[config.mk]
export PLATFORM = sky130hd
export DESIGN_NAME = menu_nav
export DESIGN_NICKNAME = d
export VERILOG_FILES = /design/src/rtl/menu_pkg.sv /design/src/rtl/btn_repeater.sv /design/src/rtl/menu_nav.sv
export SDC_FILE = /design/constraint.sdc
export NUM_CORES = 1
export LEC_CHECK = 0
export CAP_MARGIN = 20
export CORE_MARGIN = 2
export CORE_UTILIZATION = 30
export DETAILED_ROUTE_END_ITERATION = 7
export PLACE_DENSITY_LB_ADDON = 0.08
export SYNTH_ARGS = -nofsm -noshare
export SYNTH_HDL_FRONTEND = slang
export SYNTH_SLANG_ARGS = --single-unit
[constraint.sdc]
create_clock -name clk_in -period 3.36 [get_ports clk_in]
set_clock_uncertainty 0.2 [all_clocks]
set_input_delay 0.84 -clock clk_in [delete_from_list [all_inputs] [get_ports clk_in]]
set_output_delay 0.84 -clock clk_in [all_outputs]
set_load 0.05 [all_outputs]
[src/rtl/menu_pkg.sv]
// Shared types and index arithmetic for the menu navigator.
package menu_pkg;

  typedef enum logic [1:0] {RPT_IDLE, RPT_HOLD, RPT_REPEAT} rpt_state_e;

  // Next index for a single up (up=1) or down (up=0) step; ends saturate or wrap.
  function automatic int unsigned next_idx(input int unsigned cur, input logic up,
                                           input int unsigned n, input logic wrap);
    if (up) begin
      if (cur >= n - 1) return wrap ? 32'd0 : cur;
      return cur + 1;
    end
    if (cur == 0) return wrap ? n - 1 : 32'd0;
    return cur - 1;
  endfunction

endpackage

[src/rtl/btn_repeater.sv]
// Hold-to-repeat for one button: a step on the press edge, another after
// HOLD_CYCLES, then one every REPEAT_CYCLES while the button stays held.
module btn_repeater
  import menu_pkg::*;
#(
  parameter int HOLD_CYCLES   = 25_000_000,
  parameter int REPEAT_CYCLES = 5_000_000
) (
  input  logic clk_in,
  input  logic rst_in,
  input  logic btn,
  output logic step
);

  localparam int MAXC = (HOLD_CYCLES > REPEAT_CYCLES) ? HOLD_CYCLES : REPEAT_CYCLES;
  localparam int CW   = $clog2(MAXC + 1);

  rpt_state_e    r_state, w_state_nxt;
  logic [CW-1:0] r_cnt, w_cnt_nxt;
  logic          r_prev, w_step_nxt;

  always_ff @(posedge clk_in or negedge rst_in) begin
    if (!rst_in) begin
      r_state <= RPT_IDLE;
      r_cnt   <= '0;
      r_prev  <= 1'b0;
      step    <= 1'b0;
    end else begin
      r_state <= w_state_nxt;
      r_cnt   <= w_cnt_nxt;
      r_prev  <= btn;
      step    <= w_step_nxt;
    end
  end

  // r_cnt holds edges-since-entry minus one, so it tops out below MAXC.
  always_comb begin
    w_state_nxt = r_state;
    w_cnt_nxt   = r_cnt;
    w_step_nxt  = 1'b0;
    if (!btn) begin
      w_state_nxt = RPT_IDLE;
      w_cnt_nxt   = '0;
    end else begin
      case (r_state)
        RPT_IDLE: begin
          if (!r_prev) begin
            w_state_nxt = RPT_HOLD;
            w_cnt_nxt   = '0;
            w_step_nxt  = 1'b1;
          end
        end
        RPT_HOLD: begin
          if (r_cnt == CW'(HOLD_CYCLES - 1)) begin
            w_state_nxt = RPT_REPEAT;
            w_cnt_nxt   = '0;
            w_step_nxt  = 1'b1;
          end else begin
            w_cnt_nxt = r_cnt + CW'(1);
          end
        end
        RPT_REPEAT: begin
          if (r_cnt == CW'(REPEAT_CYCLES - 1)) begin
            w_cnt_nxt  = '0;
            w_step_nxt = 1'b1;
          end else begin
            w_cnt_nxt = r_cnt + CW'(1);
          end
        end
        default: begin
          w_state_nxt = RPT_IDLE;
          w_cnt_nxt   = '0;
        end
      endcase
    end
  end

endmodule

[src/rtl/menu_nav.sv]
// Menu index navigator: up/down repeaters drive a bounded index, select
// latches the index the user was looking at into confirmed.
module menu_nav
  import menu_pkg::*;
#(
  parameter int NUM_CHOICES   = 4,
  parameter int RESET_CHOICE  = 0,
  parameter int WRAP          = 0,
  parameter int HOLD_CYCLES   = 25_000_000,
  parameter int REPEAT_CYCLES = 5_000_000,
  localparam int IDX_W = (NUM_CHOICES > 1) ? $clog2(NUM_CHOICES) : 1
) (
  input  logic             clk_in,
  input  logic             rst_in,
  input  logic             btn_up,
  input  logic             btn_down,
  input  logic             btn_select,
  input  logic             lock_in,
  output logic [IDX_W-1:0] choice,
  output logic [IDX_W-1:0] confirmed,
  output logic             moved,
  output logic             selected
);

  if (NUM_CHOICES < 1) begin : g_bad_n
    $error("menu_nav: NUM_CHOICES must be >= 1");
  end
  if (RESET_CHOICE >= NUM_CHOICES) begin : g_bad_rst
    $error("menu_nav: RESET_CHOICE must be < NUM_CHOICES");
  end
  if (HOLD_CYCLES < 1) begin : g_bad_hold
    $error("menu_nav: HOLD_CYCLES must be >= 1");
  end
  if (REPEAT_CYCLES < 1) begin : g_bad_rpt
    $error("menu_nav: REPEAT_CYCLES must be >= 1");
  end

  logic             w_step_up, w_step_dn, w_move, w_sel;
  logic             r_sel_prev, r_sel_step;
  logic [IDX_W-1:0] w_next;

  btn_repeater #(.HOLD_CYCLES(HOLD_CYCLES), .REPEAT_CYCLES(REPEAT_CYCLES)) u_rpt_up (
    .clk_in(clk_in), .rst_in(rst_in), .btn(btn_up), .step(w_step_up)
  );

  btn_repeater #(.HOLD_CYCLES(HOLD_CYCLES), .REPEAT_CYCLES(REPEAT_CYCLES)) u_rpt_dn (
    .clk_in(clk_in), .rst_in(rst_in), .btn(btn_down), .step(w_step_dn)
  );

  // Opposing steps cancel; a blocked end step is not a move.
  always_comb begin
    w_next = IDX_W'(next_idx(32'(choice), w_step_up, NUM_CHOICES, WRAP != 0));
    w_move = !lock_in && (w_step_up ^ w_step_dn) && (w_next != choice);
    w_sel  = !lock_in && r_sel_step;
  end

  always_ff @(posedge clk_in or negedge rst_in) begin
    if (!rst_in) begin
      choice     <= IDX_W'(RESET_CHOICE);
      confirmed  <= IDX_W'(RESET_CHOICE);
      moved      <= 1'b0;
      selected   <= 1'b0;
      r_sel_prev <= 1'b0;
      r_sel_step <= 1'b0;
    end else begin
      r_sel_prev <= btn_select;
      r_sel_step <= btn_select & ~r_sel_prev;
      moved      <= w_move;
      selected   <= w_sel;
      if (w_move) choice <= w_next;
      // Captures the pre-move index even when choice changes on this edge.
      if (w_sel) confirmed <= choice;
    end
  end

endmodule

==> flow_results.xml, run 1 <==
<?xml version="1.0" encoding="UTF-8"?>
<metrics>
  <group name="sta">
    <metric name="tns" unit="ns">0</metric>
    <metric name="timing.max_slew.rel_slack" unit="">0.402</metric>
    <metric name="timing.final.crit_period" unit="ns">2.74</metric>
    <metric name="timing_hold_violations_final" unit="">0</metric>
    <metric name="grt_setup_unrepaired" unit="">no</metric>
    <metric name="setup_ws" unit="ns">0.625</metric>
    <metric name="max_clock_freq" unit="GHz">0.366</metric>
    <metric name="finalSetupViolCount" unit="">0</metric>
    <metric name="final-max-slew-violation-count" unit="">0</metric>
    <metric name="transition_time_at_the_pin_with_the_least_slew_margin" unit="ns">0.897</metric>
    <metric name="layout_worst_path_cycle_share" unit="">0.814</metric>
  </group>
  <group name="yosys">
    <metric name="synth-async-reset-ratio" unit="">1.00</metric>
    <metric name="synthesis_stage_register_bit_count" unit="">66</metric>
    <metric name="unique_cell_type_count_in_the_yosys_netlist" unit="">46</metric>
    <metric name="mean_post_synth_cell_area" unit="um^2">8.39</metric>
    <metric name="synth.yosys.seq_area_share" unit="">0.379</metric>
    <metric name="synth.cell_area" unit="um^2">4360</metric>
    <metric name="synth_most_common_cell" unit="">sky130_fd_sc_hd__nand2_1</metric>
    <metric name="dominantRegCellSynth" unit="">sky130_fd_sc_hd__dfrtp_1</metric>
    <metric name="synthTopCellsByArea" unit="">sky130_fd_sc_hd__dfrtp_1, sky130_fd_sc_hd__nand2_1, sky130_fd_sc_hd__o221ai_1</metric>
    <metric name="ys_warn_count" unit="">0</metric>
    <metric name="netlist.area_leader.share" unit="">0.379</metric>
    <metric name="synthDominantAreaCellType" unit="">sky130_fd_sc_hd__dfrtp_1</metric>
    <metric name="ys_top_cells_by_count" unit="">sky130_fd_sc_hd__nand2_1, sky130_fd_sc_hd__dfrtp_1, sky130_fd_sc_hd__nor2_1</metric>
    <metric name="synth-edff-count" unit="">0</metric>
    <metric name="post_synth_inst_count" unit="">520</metric>
    <metric name="postSynthNetCount" unit="">538</metric>
  </group>
  <group name="clocking">
    <metric name="tritoncts" unit="">yes</metric>
    <metric name="clkTransAtPathRegs" unit="ns">0.06</metric>
    <metric name="htree_depth" unit="">3</metric>
    <metric name="numCtsBuffers" unit="">9</metric>
    <metric name="cts.sinks" unit="">66</metric>
    <metric name="postCtsResizedCells" unit="">0</metric>
    <metric name="post_cts_buffers" unit="">0</metric>
    <metric name="ctsLongestPathBuffers" unit="">2</metric>
    <metric name="clock-root-buffer" unit="">sky130_fd_sc_hd__clkbuf_16</metric>
    <metric name="holdBufCountCts" unit="">0</metric>
    <metric name="clock_insertion_delay_worst_skew" unit="ns">0.34</metric>
  </group>
  <group name="die">
    <metric name="floorplan.die_area" unit="um^2">15500</metric>
    <metric name="initial_core_util" unit="">0.304</metric>
    <metric name="io_pins" unit="">12</metric>
    <metric name="die_h" unit="um">125</metric>
    <metric name="fp-row-count" unit="">44</metric>
    <metric name="floorplan.core_area" unit="um^2">14400</metric>
    <metric name="fp.dieW" unit="um">125</metric>
  </group>
  <group name="power">
    <metric name="switchingPower" unit="mW">0.760</metric>
    <metric name="power.leakage" unit="nW">1.98</metric>
    <metric name="power.share.switching" unit="">0.320</metric>
    <metric name="cell_internal_pwr" unit="mW">1.61</metric>
    <metric name="clock_network_fraction_of_total_power" unit="">0.443</metric>
    <metric name="seq_power_share" unit="">0.361</metric>
    <metric name="power_per_cell_area" unit="nW/um^2">480</metric>
    <metric name="ir_drop" unit="mV">0.224</metric>
    <metric name="power_frac_comb" unit="">0.196</metric>
  </group>
  <group name="global_route">
    <metric name="grt_util_all_layers" unit="">0.160</metric>
    <metric name="first_global_vias" unit="">3816</metric>
    <metric name="grt_max_degree" unit="">67</metric>
    <metric name="gr-total-overflow" unit="">0</metric>
    <metric name="global_route_wire_length_before_repair" unit="um">20200</metric>
    <metric name="antenna_found_initial" unit="">0</metric>
  </group>
  <group name="critical_path">
    <metric name="largest_delay_contributor_family_on_the_critical_path" unit="">buffers and inverters</metric>
    <metric name="worst-endpoint-required" unit="ns">2.32</metric>
    <metric name="path_class" unit="">reg -&gt; out</metric>
    <metric name="crit_path_max_fanout" unit="">10</metric>
    <metric name="worstSetupEndpointType" unit="">primary output</metric>
    <metric name="worst_path_cell_trace" unit="">clkdlybuf4s50_1</metric>
    <metric name="worst_path_largest_cell_delay" unit="ns">0.86</metric>
    <metric name="worst_path_max_delay_cell" unit="">sky130_fd_sc_hd__clkdlybuf4s50_1</metric>
    <metric name="bufs_and_invs_on_worst_path" unit="">1</metric>
    <metric name="kind_of_start_point_of_the_critical_path" unit="">flop</metric>
    <metric name="critPathArrivalTime" unit="ns">1.70</metric>
  </group>
  <group name="route">
    <metric name="via_count" unit="">3958</metric>
    <metric name="detail_route.iter0.violations" unit="">221</metric>
    <metric name="post-route-drc-count" unit="">0</metric>
    <metric name="via_per_inst" unit="">5.61</metric>
    <metric name="postRouteAntennaNets" unit="">0</metric>
    <metric name="number_of_iterations_in_the_first_detailed_routing_pass" unit="">4</metric>
    <metric name="detail_route.wirelength" unit="um">11700</metric>
    <metric name="routed_wirelength_normalized_by_instance_count" unit="um">16.6</metric>
  </group>
  <group name="placed_design">
    <metric name="pre_cts_ws" unit="ns">0.564</metric>
    <metric name="place_hpwl" unit="um">7760</metric>
    <metric name="weighted_congestion_reported_at_the_end_of_routability_driven_placement" unit="">0.794</metric>
    <metric name="port-buffer-count" unit="">11</metric>
  </group>
  <group name="cells_and_area">
    <metric name="area_growth_syn_to_layout" unit="%">13.3</metric>
    <metric name="ratio_of_cells_with_drive_above_1_in_the_final_layout" unit="">0.0651</metric>
    <metric name="nets" unit="">535</metric>
    <metric name="n_antenna_cell" unit="">0</metric>
  </group>
  <group name="job">
    <metric name="max-cap-violations" unit="">0</metric>
  </group>
  <group name="hold_path">
    <metric name="min_path_type" unit="">reg -&gt; reg</metric>
  </group>
  <group name="status">
    <metric name="status" unit="">completed</metric>
  </group>
</metrics>
cells in the final DEF (no fill, tap or decap), types with 14 or more instances in the layout:
| cell | count |
|---|---|
| sky130_fd_sc_hd__o221ai_1 | 28 |
| sky130_fd_sc_hd__o2111ai_1 | 19 |
| sky130_fd_sc_hd__nand2_1 | 81 |
| sky130_fd_sc_hd__and3_1 | 14 |
| sky130_fd_sc_hd__nor4_1 | 14 |
| sky130_fd_sc_hd__inv_1 | 28 |
| sky130_fd_sc_hd__nor2_1 | 30 |
| sky130_fd_sc_hd__nand3_1 | 20 |
| sky130_fd_sc_hd__o211ai_1 | 16 |
| sky130_fd_sc_hd__dfrtp_1 | 66 |
| sky130_fd_sc_hd__nand4_1 | 23 |
layer usage:
metal / part of all wire / vias up / GRT usage
met1: 0.48 / 1920 / 0.216
met4: 0.021 / 0 / 0.0661
li1: - / 1959 / -
met5: 0 / - / 0
met2: 0.48 / 63 / 0.256
met3: 0.024 / 16 / 0.0228
registers in the layout, summed over array words and instances, names as in the netlist:
signal,cells
u_rpt_dn.r_cnt,25
u_rpt_up.r_cnt,25
choice,2
confirmed,2
u_rpt_dn.r_state,2
u_rpt_up.r_state,2
moved,1
r_sel_prev,1
r_sel_step,1
selected,1
u_rpt_dn.r_prev,1
u_rpt_dn.step,1
u_rpt_up.r_prev,1
u_rpt_up.step,1
power groups by stage:
| stage | sequential (mW) | combinational, mW | clock (mW) |
|---|---|---|---|
| 2_1_floorplan | 0.873 | 0.335 | 0 |
| 3_3_place_gp | 0.871 | 0.468 | 0 |
| 3_5_place_dp | 0.870 | 0.464 | 0 |
| 4_1_cts | 0.856 | 0.467 | 1.08 |
| 5_1_grt | 0.860 | 0.520 | 1.11 |
| 6_report | 0.856 | 0.465 | 1.05 |
worst paths after layout:
check | from | endpoint | slack [ns] | depth (start not counted)
setup / recovery | choice[0]$_DFFE_PN0P_ | choice[0] | 0.62 | 1
hold / removal | r_sel_prev$_DFF_PN0_ | r_sel_step$_DFF_PN0_ | 0.20 | 1
setup reg to reg | u_rpt_up.r_cnt[0]$_DFFE_PN0P_ | u_rpt_up.r_cnt[12]$_DFFE_PN0P_ | 0.70 | 7
hold reg to reg | r_sel_prev$_DFF_PN0_ | r_sel_step$_DFF_PN0_ | 0.20 | 1
max in group asynchronous | rst_in | u_rpt_dn.r_cnt[13]$_DFFE_PN0P_ | 1.95 | 1
min in group asynchronous | rst_in | u_rpt_up.r_cnt[21]$_DFFE_PN0P_ | 0.43 | 1
worst reg2reg max path: stages, from the launching register on:
cell,delay (ns)
sky130_fd_sc_hd__dfrtp_1,0.38
sky130_fd_sc_hd__ha_1,0.23
sky130_fd_sc_hd__nand3_2,0.12
sky130_fd_sc_hd__or4_4,0.57
sky130_fd_sc_hd__o31a_1,0.46
sky130_fd_sc_hd__buf_4,0.25
sky130_fd_sc_hd__o2111ai_1,0.21
sky130_fd_sc_hd__o211ai_1,0.11
stage by stage:
step	std cells	hold WS [ns]	total power, mW	utilization	cell area (um^2)
floorplan	520	0.178	1.21	-	4360
global placement	690	0.182	1.34	0.321	4610
detailed placement	690	0.191	1.33	0.321	4610
CTS	706	0.200	2.40	0.344	4940
global route	706	0.229	2.49	0.344	4940
finish	706	0.198	2.37	0.344	4940
cell type report:
class                           count  area (um^2)
Clock buffer                        9          225
Clock inverter                      7          100
Fill cell                        1445         9430
Inverter                           28          105
Multi-Input combinational cell    391         2440
Sequential cell                    66         1650
Tap cell                          184          230
Timing Repair Buffer               21          183
cells by family after synthesis:
group                    after synthesis  share of synthesized area
XOR/XNOR                               2                    0.00402
AO/OA/AOI/OAI                        121                      0.210
AND/OR/NAND/NOR                      254                      0.307
multiplexers                           2                    0.00488
adder cells (fa/ha/maj)               12                     0.0344
flip-flops                            66                      0.379
buffers and inverters                 63                     0.0608
Power figures use the tool's default switching activity.
==> run 2: changes to the inputs <==
==> constraint.sdc (replaced) <==
create_clock -name clk_in -period 2.9 [get_ports clk_in]
set_clock_uncertainty 0.2 [all_clocks]
set_input_delay 0.725 -clock clk_in [delete_from_list [all_inputs] [get_ports clk_in]]
set_output_delay 0.725 -clock clk_in [all_outputs]
set_load 0.05 [all_outputs]
==> flow_results.xml, run 2 (synthesis gave the netlist of run 1 again) <==
<?xml version="1.0" encoding="UTF-8"?>
<metrics>
  <group name="status">
    <metric name="status" unit="">completed</metric>
  </group>
  <group name="power">
    <metric name="total_power" unit="mW">2.89</metric>
    <metric name="power.leakage" unit="nW">2.06</metric>
    <metric name="ir_drop" unit="mV">0.257</metric>
    <metric name="power_per_cell_area" unit="nW/um^2">568</metric>
  </group>
  <group name="route">
    <metric name="via_per_inst" unit="">5.63</metric>
    <metric name="post-route-drc-count" unit="">0</metric>
    <metric name="routed_wirelength_normalized_by_instance_count" unit="um">16.9</metric>
    <metric name="via_count" unit="">4045</metric>
    <metric name="number_of_iterations_in_the_first_detailed_routing_pass" unit="">5</metric>
    <metric name="detail_route.iter0.violations" unit="">373</metric>
    <metric name="detail_route.wirelength" unit="um">12100</metric>
    <metric name="postRouteAntennaNets" unit="">0</metric>
  </group>
  <group name="critical_path">
    <metric name="kind_of_start_point_of_the_critical_path" unit="">flop</metric>
    <metric name="critical_path.startpoint" unit="">u_rpt_up.r_cnt[0]$_DFFE_PN0P_</metric>
    <metric name="worstSetupEndpointType" unit="">flop</metric>
    <metric name="worstSetupEndpoint" unit="">u_rpt_up.r_cnt[16]$_DFFE_PN0P_</metric>
    <metric name="critPathArrivalTime" unit="ns">2.70</metric>
    <metric name="path_class" unit="">reg -&gt; reg</metric>
    <metric name="crit_path_max_fanout" unit="">15</metric>
    <metric name="r2r_slack" unit="ns">0.22</metric>
    <metric name="r2r.worst_path.cells" unit="">7</metric>
    <metric name="crit-reg2reg-launch" unit="">u_rpt_up.r_cnt[0]$_DFFE_PN0P_</metric>
    <metric name="worst-endpoint-required" unit="ns">2.92</metric>
    <metric name="worst_flop_to_flop_path_endpoint" unit="">u_rpt_up.r_cnt[16]$_DFFE_PN0P_</metric>
  </group>
  <group name="sta">
    <metric name="finalSetupViolCount" unit="">0</metric>
    <metric name="final-max-slew-violation-count" unit="">0</metric>
    <metric name="timing.final.crit_period" unit="ns">2.68</metric>
    <metric name="grt_setup_unrepaired" unit="">no</metric>
    <metric name="transition_time_at_the_pin_with_the_least_slew_margin" unit="ns">0.658</metric>
    <metric name="hold_slack" unit="ns">0.110</metric>
    <metric name="layout_worst_path_cycle_share" unit="">0.925</metric>
    <metric name="timing_hold_violations_final" unit="">0</metric>
    <metric name="max_clock_freq" unit="GHz">0.373</metric>
    <metric name="tns" unit="ns">0</metric>
    <metric name="timing.max_slew.rel_slack" unit="">0.555</metric>
  </group>
  <group name="cells_and_area">
    <metric name="finalNonFillerCells" unit="">719</metric>
    <metric name="reg_top3" unit="">u_rpt_dn.r_cnt x25, u_rpt_up.r_cnt x25</metric>
    <metric name="area_growth_syn_to_layout" unit="%">16.8</metric>
    <metric name="stdcell_area" unit="um^2">5090</metric>
    <metric name="final_common_cell" unit="">sky130_fd_sc_hd__nand2_1</metric>
    <metric name="n_antenna_cell" unit="">0</metric>
    <metric name="final_cell_mix" unit="">sky130_fd_sc_hd__nand2_1, sky130_fd_sc_hd__dfrtp_1, sky130_fd_sc_hd__nor2_1</metric>
    <metric name="nets" unit="">548</metric>
    <metric name="fillerInstances" unit="">1458</metric>
    <metric name="ratio_of_cells_with_drive_above_1_in_the_final_layout" unit="">0.0897</metric>
  </group>
  <group name="clocking">
    <metric name="clkTransAtPathRegs" unit="ns">0.06</metric>
    <metric name="clock_insertion_delay_worst_skew" unit="ns">0.35</metric>
    <metric name="holdBufCountCts" unit="">0</metric>
    <metric name="clock-root-buffer" unit="">sky130_fd_sc_hd__clkbuf_16</metric>
    <metric name="numCtsBuffers" unit="">9</metric>
    <metric name="tritoncts" unit="">yes</metric>
    <metric name="ctsLongestPathBuffers" unit="">2</metric>
    <metric name="htree_depth" unit="">3</metric>
    <metric name="cts.sinks" unit="">66</metric>
    <metric name="post_cts_buffers" unit="">0</metric>
  </group>
  <group name="global_route">
    <metric name="grt_max_degree" unit="">39</metric>
    <metric name="global_route_wire_length_before_repair" unit="um">20500</metric>
    <metric name="first_global_vias" unit="">3934</metric>
    <metric name="grt_util_all_layers" unit="">0.163</metric>
    <metric name="gr-total-overflow" unit="">0</metric>
    <metric name="antenna_found_initial" unit="">0</metric>
  </group>
  <group name="placed_design">
    <metric name="weighted_congestion_reported_at_the_end_of_routability_driven_placement" unit="">0.775</metric>
    <metric name="port-buffer-count" unit="">11</metric>
    <metric name="placement.cell_area" unit="um^2">4750</metric>
    <metric name="place_hpwl" unit="um">8210</metric>
    <metric name="numPlacedInstances" unit="">703</metric>
  </group>
  <group name="die">
    <metric name="floorplan.core_area" unit="um^2">14400</metric>
    <metric name="die_h" unit="um">125</metric>
    <metric name="fp-row-count" unit="">44</metric>
    <metric name="io_pins" unit="">12</metric>
    <metric name="floorplan.die_area" unit="um^2">15500</metric>
    <metric name="initial_core_util" unit="">0.304</metric>
    <metric name="fp.dieW" unit="um">125</metric>
  </group>
  <group name="job">
    <metric name="max-cap-violations" unit="">0</metric>
  </group>
  <group name="hold_path">
    <metric name="min_path_type" unit="">in -&gt; async</metric>
  </group>
</metrics>
-- run 2: worst max-delay path, cell delays in order (launching register included) --
cell and delay, ns:
sky130_fd_sc_hd__dfrtp_1 0.38, sky130_fd_sc_hd__ha_1 0.24, sky130_fd_sc_hd__nand3_2 0.12, sky130_fd_sc_hd__or4_4 0.57, sky130_fd_sc_hd__o31a_2 0.49, sky130_fd_sc_hd__buf_4 0.24, sky130_fd_sc_hd__o2111ai_1 0.21, sky130_fd_sc_hd__o211ai_1 0.11
-- run 2: how the worst min path moves through the flow --
stage / to / depth (start not counted)
CTS: confirmed[1]$_DFFE_PN0P_ / 1
detailed placement: r_sel_step$_DFF_PN0_ / 1
floorplan: r_sel_step$_DFF_PN0_ / 1
global route: u_rpt_up.r_cnt[21]$_DFFE_PN0P_ / 1
global placement: r_sel_step$_DFF_PN0_ / 1
finish: u_rpt_up.r_cnt[21]$_DFFE_PN0P_ / 1
-- run 2: stage by stage --
| step | util | setup slack (ns) |
|---|---|---|
| global route | 0.354 | 0.0499 |
| finish | 0.354 | 0.217 |
| floorplan | - | 0.533 |
| detailed placement | 0.331 | 0.206 |
| global placement | 0.331 | 0.265 |
| CTS | 0.354 | 0.185 |
-- run 2: final cells by class --
cell class / count / area (um^2) / area share
multi-input cells: 391 / 2450 / 0.480
flip-flops and latches: 66 / 1650 / 0.324
repair buffers: 34 / 318 / 0.0624
well taps: 184 / 230 / 0.0452
clock buffers: 9 / 225 / 0.0442
clock inverters: 7 / 118 / 0.0231
inverters: 28 / 105 / 0.0206
-- run 2: routing by layer --
| layer | global-route usage | share of wire |
|---|---|---|
| met4 | 0.0714 | 0.024 |
| met3 | 0.0271 | 0.032 |
| met2 | 0.267 | 0.48 |
| met1 | 0.211 | 0.47 |
| met5 | 0 | 0 |
-- run 2: report_power, final --
group | switching [mW] | internal [mW] | leakage, nW
Clock | 0.458 | 0.840 | 0.169
Sequential | 0.0388 | 0.953 | 0.909
Combinational | 0.406 | 0.197 | 0.985
-- run 2: timing repair --
action                                  4_1_cts  5_1_grt
hold endpoints to repair                      0        0
gates resized for setup                       0        1
endpoints found under the setup margin        0        1
